<file path="src/rtl/pcileech_tx_pack4_if.sv">
// Bus bundle between the four TX sources, the packer and the 256-bit TX buffer FIFO.
// The master modport is the packer's view; slave is the sources/consumer side.
interface pcileech_tx_pack4_if;
  logic [255:0] dout;
  logic         valid;
  logic         rd_en;

  logic [31:0]  p0_din;
  logic [31:0]  p1_din;
  logic [31:0]  p2_din;
  logic [31:0]  p3_din;
  logic [1:0]   p0_ctx;
  logic [1:0]   p1_ctx;
  logic [1:0]   p2_ctx;
  logic [1:0]   p3_ctx;
  logic         p0_wr_en;
  logic         p1_wr_en;
  logic         p2_wr_en;
  logic         p3_wr_en;
  logic         p0_has_data;
  logic         p1_has_data;
  logic         p2_has_data;
  logic         p3_has_data;
  logic         p0_req_data;
  logic         p1_req_data;
  logic         p2_req_data;
  logic         p3_req_data;

  modport master (
    output dout, valid,
    output p0_req_data, p1_req_data, p2_req_data, p3_req_data,
    input  rd_en,
    input  p0_din, p1_din, p2_din, p3_din,
    input  p0_ctx, p1_ctx, p2_ctx, p3_ctx,
    input  p0_wr_en, p1_wr_en, p2_wr_en, p3_wr_en,
    input  p0_has_data, p1_has_data, p2_has_data, p3_has_data
  );

  modport slave (
    input  dout, valid,
    input  p0_req_data, p1_req_data, p2_req_data, p3_req_data,
    output rd_en,
    output p0_din, p1_din, p2_din, p3_din,
    output p0_ctx, p1_ctx, p2_ctx, p3_ctx,
    output p0_wr_en, p1_wr_en, p2_wr_en, p3_wr_en,
    output p0_has_data, p1_has_data, p2_has_data, p3_has_data
  );
endinterface

</file>
<file path="src/rtl/pcileech_tx_pack4.sv">
// Strict-priority 4-port packer: tags 32-bit source words with {ctx, port} and packs up to
// seven of them per 256-bit output word, flushing partial packs once the sources go idle.
module pcileech_tx_pack4 (
  input  logic               clk,
  input  logic               rst,
  pcileech_tx_pack4_if.master bus_io
);

  localparam int unsigned NumSlots = 7;

  logic [3:0]  has;
  logic [3:0]  wr;
  logic [31:0] din [4];
  logic [1:0]  ctx [4];

  assign has = {bus_io.p3_has_data, bus_io.p2_has_data, bus_io.p1_has_data, bus_io.p0_has_data};
  assign wr  = {bus_io.p3_wr_en, bus_io.p2_wr_en, bus_io.p1_wr_en, bus_io.p0_wr_en};
  assign din[0] = bus_io.p0_din;
  assign din[1] = bus_io.p1_din;
  assign din[2] = bus_io.p2_din;
  assign din[3] = bus_io.p3_din;
  assign ctx[0] = bus_io.p0_ctx;
  assign ctx[1] = bus_io.p1_ctx;
  assign ctx[2] = bus_io.p2_ctx;
  assign ctx[3] = bus_io.p3_ctx;

  logic [31:0]  slot_q [NumSlots];
  logic [31:0]  slot_d [NumSlots];
  logic [3:0]   tag_q  [NumSlots];
  logic [3:0]   tag_d  [NumSlots];
  logic [2:0]   count_q, count_d;
  logic         inflight_q, inflight_d;
  logic         valid_q, valid_d;
  logic [255:0] dout_q, dout_d;

  logic         out_free;
  logic         seal;
  logic         req_ok;
  logic [3:0]   req;
  logic         cap;
  logic [1:0]   cap_port;
  logic [2:0]   base;
  logic [255:0] packed_word;

  always_comb begin
    out_free = !valid_q || bus_io.rd_en;
    seal     = out_free &&
               ((count_q == 3'd7) || ((count_q != 3'd0) && !inflight_q && (has == 4'b0000)));
    // A seal frees the whole pack this edge, so a request may go out even when full.
    req_ok   = (({1'b0, count_q} + {3'b000, inflight_q}) < 4'd7) || seal;

    req = 4'b0000;
    if (!rst && req_ok) begin
      if (has[0])      req = 4'b0001;
      else if (has[1]) req = 4'b0010;
      else if (has[2]) req = 4'b0100;
      else if (has[3]) req = 4'b1000;
    end

    cap      = (wr != 4'b0000);
    cap_port = 2'd0;
    if (wr[0])      cap_port = 2'd0;
    else if (wr[1]) cap_port = 2'd1;
    else if (wr[2]) cap_port = 2'd2;
    else if (wr[3]) cap_port = 2'd3;

    base    = seal ? 3'd0 : count_q;
    count_d = base;
    slot_d  = slot_q;
    tag_d   = tag_q;
    if (cap && (base != 3'd7)) begin
      for (int i = 0; i < NumSlots; i++) begin
        if (base == 3'(i)) begin
          slot_d[i] = din[cap_port];
          tag_d[i]  = {ctx[cap_port], cap_port};
        end
      end
      count_d = base + 3'd1;
    end

    inflight_d = (req != 4'b0000);

    // Slots at or beyond count hold stale data from earlier packs; mask them to zero.
    packed_word = '0;
    for (int i = 0; i < NumSlots; i++) begin
      if (3'(i) < count_q) begin
        packed_word[32*i +: 32]      = slot_q[i];
        packed_word[224 + 4*i +: 4]  = tag_q[i];
      end
    end
    packed_word[255:252] = {1'b0, count_q};

    valid_d = valid_q;
    dout_d  = dout_q;
    if (seal) begin
      valid_d = 1'b1;
      dout_d  = packed_word;
    end else if (bus_io.rd_en) begin
      valid_d = 1'b0;
    end
  end

  always_ff @(posedge clk or posedge rst) begin
    if (rst) begin
      count_q    <= 3'd0;
      inflight_q <= 1'b0;
      valid_q    <= 1'b0;
      dout_q     <= '0;
      for (int i = 0; i < NumSlots; i++) begin
        slot_q[i] <= '0;
        tag_q[i]  <= '0;
      end
    end else begin
      count_q    <= count_d;
      inflight_q <= inflight_d;
      valid_q    <= valid_d;
      dout_q     <= dout_d;
      for (int i = 0; i < NumSlots; i++) begin
        slot_q[i] <= slot_d[i];
        tag_q[i]  <= tag_d[i];
      end
    end
  end

  assign bus_io.dout        = dout_q;
  assign bus_io.valid       = valid_q;
  assign bus_io.p0_req_data = req[0];
  assign bus_io.p1_req_data = req[1];
  assign bus_io.p2_req_data = req[2];
  assign bus_io.p3_req_data = req[3];

endmodule

</file>
<file path="src/flat_wrapper.sv">
// flat-port wrapper written by rule: the top's interface ports become plain ports
module pcileech_tx_pack4_flat 
  (clk, rst, bus_io_dout, bus_io_valid, bus_io_p0_req_data, bus_io_p1_req_data, bus_io_p2_req_data, bus_io_p3_req_data, bus_io_rd_en, bus_io_p0_din, bus_io_p1_din, bus_io_p2_din, bus_io_p3_din, bus_io_p0_ctx, bus_io_p1_ctx, bus_io_p2_ctx, bus_io_p3_ctx, bus_io_p0_wr_en, bus_io_p1_wr_en, bus_io_p2_wr_en, bus_io_p3_wr_en, bus_io_p0_has_data, bus_io_p1_has_data, bus_io_p2_has_data, bus_io_p3_has_data);
  pcileech_tx_pack4_if bus_io_i ();
  input  logic clk;
  input  logic rst;
  output wire logic [$bits(bus_io_i.dout)-1:0] bus_io_dout;
  output wire logic [$bits(bus_io_i.valid)-1:0] bus_io_valid;
  output wire logic [$bits(bus_io_i.p0_req_data)-1:0] bus_io_p0_req_data;
  output wire logic [$bits(bus_io_i.p1_req_data)-1:0] bus_io_p1_req_data;
  output wire logic [$bits(bus_io_i.p2_req_data)-1:0] bus_io_p2_req_data;
  output wire logic [$bits(bus_io_i.p3_req_data)-1:0] bus_io_p3_req_data;
  input wire logic [$bits(bus_io_i.rd_en)-1:0] bus_io_rd_en;
  input wire logic [$bits(bus_io_i.p0_din)-1:0] bus_io_p0_din;
  input wire logic [$bits(bus_io_i.p1_din)-1:0] bus_io_p1_din;
  input wire logic [$bits(bus_io_i.p2_din)-1:0] bus_io_p2_din;
  input wire logic [$bits(bus_io_i.p3_din)-1:0] bus_io_p3_din;
  input wire logic [$bits(bus_io_i.p0_ctx)-1:0] bus_io_p0_ctx;
  input wire logic [$bits(bus_io_i.p1_ctx)-1:0] bus_io_p1_ctx;
  input wire logic [$bits(bus_io_i.p2_ctx)-1:0] bus_io_p2_ctx;
  input wire logic [$bits(bus_io_i.p3_ctx)-1:0] bus_io_p3_ctx;
  input wire logic [$bits(bus_io_i.p0_wr_en)-1:0] bus_io_p0_wr_en;
  input wire logic [$bits(bus_io_i.p1_wr_en)-1:0] bus_io_p1_wr_en;
  input wire logic [$bits(bus_io_i.p2_wr_en)-1:0] bus_io_p2_wr_en;
  input wire logic [$bits(bus_io_i.p3_wr_en)-1:0] bus_io_p3_wr_en;
  input wire logic [$bits(bus_io_i.p0_has_data)-1:0] bus_io_p0_has_data;
  input wire logic [$bits(bus_io_i.p1_has_data)-1:0] bus_io_p1_has_data;
  input wire logic [$bits(bus_io_i.p2_has_data)-1:0] bus_io_p2_has_data;
  input wire logic [$bits(bus_io_i.p3_has_data)-1:0] bus_io_p3_has_data;
  assign bus_io_dout = bus_io_i.dout;
  assign bus_io_valid = bus_io_i.valid;
  assign bus_io_p0_req_data = bus_io_i.p0_req_data;
  assign bus_io_p1_req_data = bus_io_i.p1_req_data;
  assign bus_io_p2_req_data = bus_io_i.p2_req_data;
  assign bus_io_p3_req_data = bus_io_i.p3_req_data;
  assign bus_io_i.rd_en = bus_io_rd_en;
  assign bus_io_i.p0_din = bus_io_p0_din;
  assign bus_io_i.p1_din = bus_io_p1_din;
  assign bus_io_i.p2_din = bus_io_p2_din;
  assign bus_io_i.p3_din = bus_io_p3_din;
  assign bus_io_i.p0_ctx = bus_io_p0_ctx;
  assign bus_io_i.p1_ctx = bus_io_p1_ctx;
  assign bus_io_i.p2_ctx = bus_io_p2_ctx;
  assign bus_io_i.p3_ctx = bus_io_p3_ctx;
  assign bus_io_i.p0_wr_en = bus_io_p0_wr_en;
  assign bus_io_i.p1_wr_en = bus_io_p1_wr_en;
  assign bus_io_i.p2_wr_en = bus_io_p2_wr_en;
  assign bus_io_i.p3_wr_en = bus_io_p3_wr_en;
  assign bus_io_i.p0_has_data = bus_io_p0_has_data;
  assign bus_io_i.p1_has_data = bus_io_p1_has_data;
  assign bus_io_i.p2_has_data = bus_io_p2_has_data;
  assign bus_io_i.p3_has_data = bus_io_p3_has_data;
  pcileech_tx_pack4 u_core (.clk(clk), .rst(rst), .bus_io(bus_io_i));
endmodule
</file>
<file path="config.mk">
export PLATFORM = sky130hd
export DESIGN_NAME = pcileech_tx_pack4_flat
export DESIGN_NICKNAME = d
export VERILOG_FILES = /design/src/rtl/pcileech_tx_pack4_if.sv /design/src/rtl/pcileech_tx_pack4.sv /design/src/flat_wrapper.sv
export SDC_FILE = /design/constraint.sdc
export NUM_CORES = 1
export LEC_CHECK = 0
export BUFFER_PORTS_ARGS = -buffer_cell sky130_fd_sc_hd__buf_2
export CAP_MARGIN = 20
export CORE_MARGIN = 2
export CORE_UTILIZATION = 50
export DETAILED_ROUTE_END_ITERATION = 10
export GPL_TIMING_DRIVEN = 0
export HOLD_SLACK_MARGIN = 0.15
export PLACE_DENSITY_LB_ADDON = 0.05
export SYNTH_ARGS = -nofsm -noshare
export SYNTH_HDL_FRONTEND = slang
export SYNTH_SLANG_ARGS = --single-unit
export TNS_END_PERCENT = 1
</file>
<file path="constraint.sdc">
create_clock -name clk -period 24 [get_ports clk]
set_clock_uncertainty 0.15 [all_clocks]
set_input_delay 4.8 -clock clk [delete_from_list [all_inputs] [get_ports clk]]
set_output_delay 4.8 -clock clk [all_outputs]
set_load 0.01 [all_outputs]
</file>
==> results of run 1 <==
layer usage:
layer | wire length [um] | up-vias
li1 | - | 6755
met1 | 28100 | 7672
met2 | 29300 | 474
met3 | 4060 | 114
met4 | 2250 | 2
met5 | 13 | -
critical path: stages:
cell	delay, ns
buf_2	0.10
nor2b_1	0.32
nor3_1	0.12
clkbuf_1	0.38
a211oi_1	0.59
nor3_1	0.11
buf_2	0.17
worst paths after layout:
kind | cells past startpoint | from | endpoint | slack (ns)
worst max-delay path | 7 | bus_io_rd_en | bus_io_p2_req_data | 12.46
worst min-delay path | 1 | u_core.slot_q[203]$_DFFE_PP0P_ | u_core.bus_io.dout[11]$_DFFE_PP0P_ | 0.33
worst max register to register | 14 | u_core.inflight_q$_DFF_PP0_ | u_core.slot_q[0]$_DFFE_PP0P_ | 20.14
worst min register to register | 1 | u_core.slot_q[203]$_DFFE_PP0P_ | u_core.bus_io.dout[11]$_DFFE_PP0P_ | 0.33
max in group asynchronous | 5 | rst | u_core.slot_q[209]$_DFFE_PP0P_ | 17.57
min in group asynchronous | 2 | rst | u_core.tag_q[12]$_DFFE_PP0P_ | 4.13
state kept, by name, indices dropped and copies added (netlist names):
| signal | count |
|---|---|
| u_core.bus_io.valid | 1 |
| u_core.slot_q | 224 |
| u_core.count_q | 3 |
| u_core.bus_io.dout | 255 |
| u_core.tag_q | 28 |
| u_core.inflight_q | 1 |
layout make-up:
cell class / count / area (um2) / share of cell area [%]
Timing Repair Buffer: 408 / 2130 / 8.34
Tap cell: 539 / 674 / 2.64
Buffer: 119 / 717 / 2.80
Inverter: 210 / 796 / 3.11
Clock inverter: 21 / 284 / 1.11
Antenna cell: 3 / 7.51 / 0.0294
Clock buffer: 72 / 1500 / 5.87
Sequential cell: 512 / 12800 / 50.1
Multi-Input combinational cell: 833 / 6650 / 26.0
power by group through the flow:
| stage | sequential [mW] | clock, mW | combinational, mW |
|---|---|---|---|
| 2_1_floorplan | 1.56 | 0 | 0.771 |
| 3_3_place_gp | 1.51 | 0 | 1.32 |
| 3_5_place_dp | 1.51 | 0 | 1.35 |
| 4_1_cts | 1.50 | 0.863 | 1.35 |
| 5_1_grt | 1.55 | 0.896 | 1.46 |
| 6_report | 1.50 | 0.849 | 1.34 |
cells in the mapped netlist (2+ instances only):
master	number
dfrtp_1	512
inv_1	210
mux2i_1	205
a22o_1	181
clkbuf_1	43
nand2_1	43
buf_2	42
nand3_1	42
a21oi_1	40
o21ai_0	39
nor2b_1	36
o21ai_1	36
o2bb2ai_1	36
nor3b_1	34
o31ai_1	34
buf_6	27
mux2_1	26
mux2_2	25
ha_1	8
nor3_1	8
nor2_1	6
a211oi_1	4
buf_4	4
a31oi_1	3
and2_1	3
buf_1	3
a32o_1	2
nand2b_1	2
nor3_2	2
placed cells by master, fill, tap and decap left out, drive strengths merged, types with 4 or more instances in the layout:
master / instances
clkinv: 13
inv: 211
dfrtp: 512
o21ai: 75
nor2: 6
ha: 8
nor3b: 35
nor2b: 36
bufinv: 7
o2bb2ai: 36
a21oi: 41
a22o: 181
buf: 484
clkbuf: 115
and2: 4
o31ai: 34
nor3: 10
mux2: 51
nand3: 43
a211oi: 5
mux2i: 205
a31oi: 4
nand2: 43
kinds of logic after synthesis:
group / count (synthesis) / share of synthesized area, %
AOI/OAI and AO/OA: 381 / 13.7
muxes: 256 / 12.5
other: 1 / 0.0179
buffers and inverters: 329 / 7.18
DFF: 512 / 61.1
xor gates and xnor gates: 1 / 0.0418
adders and majority gates: 8 / 0.477
and+or+nand+nor: 186 / 5.00
per-stage QoR:
stage               TNS [ns]  hold WS [ns]
CTS                        0         0.329
global route               0         0.345
global placement     -343.96         0.312
finish                     0         0.330
detailed placement         0         0.317
floorplan                  0         0.299
==> metrics, run 1 <==
outcome=complete, no violations; placed cell count=between 2k and 3k; Crit path arrival time=roughly 6.6 ns; initial antenna violation count=4; number of buffers created by CTS=53; initial drt markers=970; number of global-route vias before repair=15.2k; WS Path Type=input pin to output pin; CTS tree=built; setup violators final=0; non-filler instance count after layout=~2.7k; Slew Limit Headroom=a little over a quarter; overall die width=about 210 um; post-synth top area cell=dfrtp_1; # rows=75; Comb pwr share=36.3%; first-pass GRT wire length=~95000 um; Syn Inst Count=around 1.7k; setup slack at placement=12.45 ns; buffers added on ports=~400; asr flop ratio synth=100%; Core Area=41700 um2; GP Congestion=roughly 0.86; DIE AREA=43600 um2; Finished Cell Area=around 26000 um2; placed inst area=~24000 um2; max_cap viols=0; Residual DRC=0; met2 GRT Util=45.7%; global routing's busiest layer=met2; final total power=between 3 and 4 mW; syn avg cell area=~13 um2; Ys Warns=0; Final HPWL DP=45000 um; 1st-pass router iterations=5; Hold Vio Cnt, Final=0; Main synth FF type=dfrtp_1; Pint=about 2.4 mW; CTS Hold Bufs=0; switching portion of total power=a little over a third; fin nets=around 2.3k; I/O pins=408; Starting Density=about half; Clk pwr share=between 20% and 30%; PwrDens=between 100 and 150 nW/um2; syn_nets=roughly 1.8k; worst skew pair latency=between 0.5 and 0.6 ns; vias post-DR=around 15k; Pins Over Slew Limit=0; gr usage total=between 20% and 30%; Max IR drop VDD=between 0.06 and 0.07 mV; top cell type's share of synthesized area=61.1%; grt total ovfl=0; largest fanout on the critical path=10; largest net degree at the start of global routing=roughly 130; RSZ-0062 raised after global routing=false; Die Span Y=209 um; final core utilization=about 60%; GRT met3 Usage=6.16%; Routed Antenna Nets=0; endpoint type of the worst setup path=output pin; Crit path required time=approximately 19 ns; Longest Clk Path Bufs=3; fill count=between 3k and 4k; GR Util met1=approximately two fifths; worst slew pin tran=approximately 1.1 ns; Post-Syn Area=21000 um2; sequential share of the synthesized area=around three fifths; post-route worst setup slack=roughly 12 ns; Post CTS Setup Buffer Count=0; period utilisation layout=48.1%; CTS H-tree lvls=2; worst min-delay path class=flop to flop; Area contributors post-synth=dfrtp_1 61%, mux2i_1 9.8%, a22o_1 7.6%; Detailed Route WL=between 60000 and 70000 um; f_max=~0.087 GHz; Cell variety after synth=47; EDFF count, synth=0; CTS clk-pin slew, worst paths=~0.06 ns; leakage=approximately 13 nW; root buffer cell=clkbuf_16; Syn-to-layout area delta=22.0%; switching pwr=1.31 mW; fin crit period=between 10 and 15 ns; crit start category=input pin; drt wl/cell=roughly 23 um; post_cts resized=0; sequential share of power=between 40% and 50%; DR vias/cell=5.53; flops & latches, synth=~510; # clock sinks=between 500 and 600; layout cells sized above 1=27.5%
No activity file was read; power rests on OpenSTA's default activity.
==> run 2, diff against run 1 <==
clock period = 10.1 ns   (was 24 ns; I/O delays follow)
==> run 2 against run 1 <==
Total power is 140% higher. Sequential cell count unchanged. Critical path depth did not move. Clock-buffer cell count up 12. Setup slack got worse by 8.5 ns. Highest routed layer unchanged. Via count increased by 0.37%. Sequential share of layout area shrank 0.17 points. Sequential power increased by 140%. Core utilization increased by 0.21 points. Worst hold slack lost 0.0031 ns. Clock power rose by 130%.
==> metrics, run 2 (same netlist as run 1, synthesis figures left out) <==
Routed Antenna Nets=0 (unchanged); Core Area=41700 um2 (unchanged); Syn-to-layout area delta=22.4%; Reg2Reg Depth=14 (unchanged); worst slew pin tran=1.20 ns (+0.108 ns); WS Path Type=input pin to output pin; max_cap viols=0 (unchanged); CTS H-tree lvls=2 (unchanged); gr usage total=30.2% (+0.99 points); number of buffers created by CTS=53 (unchanged); Longest Clk Path Bufs=3 (unchanged); fill count=3415 (-1.1%); layout cells sized above 1=27.7% (+0.13 points); fin crit period=approximately 6.2 ns; fin nets=2303 (+0.48%); Hold Vio Cnt, Final=0 (unchanged); CTS tree=built; DR vias/cell=5.53 (about the same); drt wl/cell=23.8 um (+1.6%); Clk pwr share=22.1% (-0.9 points); Die Span Y=209 um (unchanged); switching portion of total power=35.9% (+0.37 points); DIE AREA=43600 um2 (unchanged); worst min-delay path class=flop to flop; Crit path required time=7.93 ns (-11.12 ns); max reg flops=255 (unchanged); critical register-to-register path startpoint=u_core.inflight_q$_DFF_PP0_; first-pass GRT wire length=97700 um (+2.8%); 1st-pass router iterations=6 (+1); sequential share of power=41.0% (+0.3 points); WHS=0.327 ns (-0.00309 ns); grt total ovfl=0 (unchanged); CTS clk-pin slew, worst paths=0.06 ns (about the same); outcome=complete, no violations; # clock sinks=512 (unchanged); Starting Density=50.3% (unchanged); root buffer cell=clkbuf_16; # rows=75 (unchanged); RR Endpoint=u_core.slot_q[89]$_DFFE_PP0P_; leakage=12.6 nW (+0.16%); GP Congestion=0.831 (-3.4%); endpoint type of the worst setup path=output pin; initial antenna violation count=1 (-3); f_max=between 0.15 and 0.2 GHz; overall die width=209 um (unchanged); FF-to-FF setup slack=6.24 ns (-13.90 ns); multi-input logic area=6650 um2 (unchanged); setup violators final=0 (unchanged); Crit path arrival time=4.02 ns (-2.57 ns); Reg area=12800 um2 (unchanged); initial drt markers=944 (-2.7%); most common cell after layout, fill and taps aside=dfrtp_1; Comb pwr share=36.9% (+0.6 points); Residual DRC=0 (unchanged); vias post-DR=15.1k (+0.37%); CP endpoint=bus_io_p3_req_data; RSZ-0062 raised after global routing=false; PwrDens=339 nW/um2 (+130%); largest net degree at the start of global routing=44 (-67%); Slew Limit Headroom=19.4% (-7.2 points); post_cts resized=0 (unchanged); commonest non-fill, non-tap cells in the layout=512 x dfrtp_1, 446 x buf_2, 209 x inv_1; crit start category=input pin; largest fanout on the critical path=10 (unchanged); worst skew pair latency=0.60 ns (about the same); number of global-route vias before repair=15.5k (+2.2%); Max IR drop VDD=0.170 mV (+180%); Pint=5.57 mW (+130%); Final HPWL DP=46500 um (+3.3%); CTS Hold Bufs=0 (unchanged); worst setup path start=bus_io_rd_en; Post CTS Setup Buffer Count=0 (unchanged); buffers added on ports=404 (unchanged); switching pwr=3.13 mW (+140%); period utilisation layout=about three fifths; I/O pins=408 (unchanged); Detailed Route WL=64900 um (+1.9%); TNS Setup=0 ns (unchanged); Pins Over Slew Limit=0 (unchanged)
[run 2: metrics by stage]
stage | worst slack (ns) | utilization, % | power [mW] | cell area (um2) | std cells
CTS | 3.95 | 61.6 | 8.76 | 25600 | 2721
finish | 3.91 | 61.6 | 8.70 | 25700 | 2725
floorplan | -2.20 | - | 5.53 | 21000 | 1674
detailed placement | 3.96 | 57.5 | 6.81 | 24000 | 2631
global placement | -5.60 | 56.8 | 6.71 | 23700 | 2617
global route | 3.85 | 61.6 | 9.22 | 25700 | 2722
[run 2: per-layer routing]
layer / track usage [%] / vias to the layer above / routed length, um
li1: - / 6761 / -
met1: 41.2 / 7638 / 27400
met2: 48.0 / 548 / 30500
met3: 6.84 / 123 / 4650
met4: 10.8 / 2 / 2320
met5: 0 / - / 7
[run 2: area by class of cell]
class,instances,area share [%]
clock buffer,84,6.37
inverter,210,3.09
tap,539,2.63
sequential,512,49.9
timing repair buffer,419,9.00
clock inverter,6,0.249
antenna,3,0.0293
multi-input combinational,833,25.9
buffer,119,2.79
[run 2: worst min path at each step]
stage                                                    from                                   to  slack [ns]  cells after the start
after CTS                      u_core.slot_q[204]$_DFFE_PP0P_   u_core.bus_io.dout[12]$_DFFE_PP0P_        0.33                      1
final                          u_core.slot_q[202]$_DFFE_PP0P_   u_core.bus_io.dout[10]$_DFFE_PP0P_        0.33                      1
after floorplan                u_core.slot_q[100]$_DFFE_PP0P_       u_core.slot_q[100]$_DFFE_PP0P_        0.30                      2
after global routing           u_core.slot_q[202]$_DFFE_PP0P_   u_core.bus_io.dout[10]$_DFFE_PP0P_        0.34                      1
after global placement           u_core.tag_q[14]$_DFFE_PP0P_         u_core.tag_q[14]$_DFFE_PP0P_        0.32                      2
after detailed placement  u_core.bus_io.dout[124]$_DFFE_PP0P_  u_core.bus_io.dout[124]$_DFFE_PP0P_        0.32                      1
[run 2: critical path, cell delays in order]
cell	delay, ns
buf_2	0.08
nor2b_1	0.09
nor3_1	0.29
clkbuf_1	0.72
a211oi_1	0.24
nor4_1	0.37
buf_2	0.21
[run 2: power by group through the flow]
stage / logic (mW) / clock network [mW] / registers [mW]
2_1_floorplan: 1.83 / 0 / 3.70
3_3_place_gp: 3.13 / 0 / 3.57
3_5_place_dp: 3.22 / 0 / 3.59
4_1_cts: 3.24 / 1.95 / 3.56
5_1_grt: 3.50 / 2.04 / 3.68
6_report: 3.21 / 1.92 / 3.57
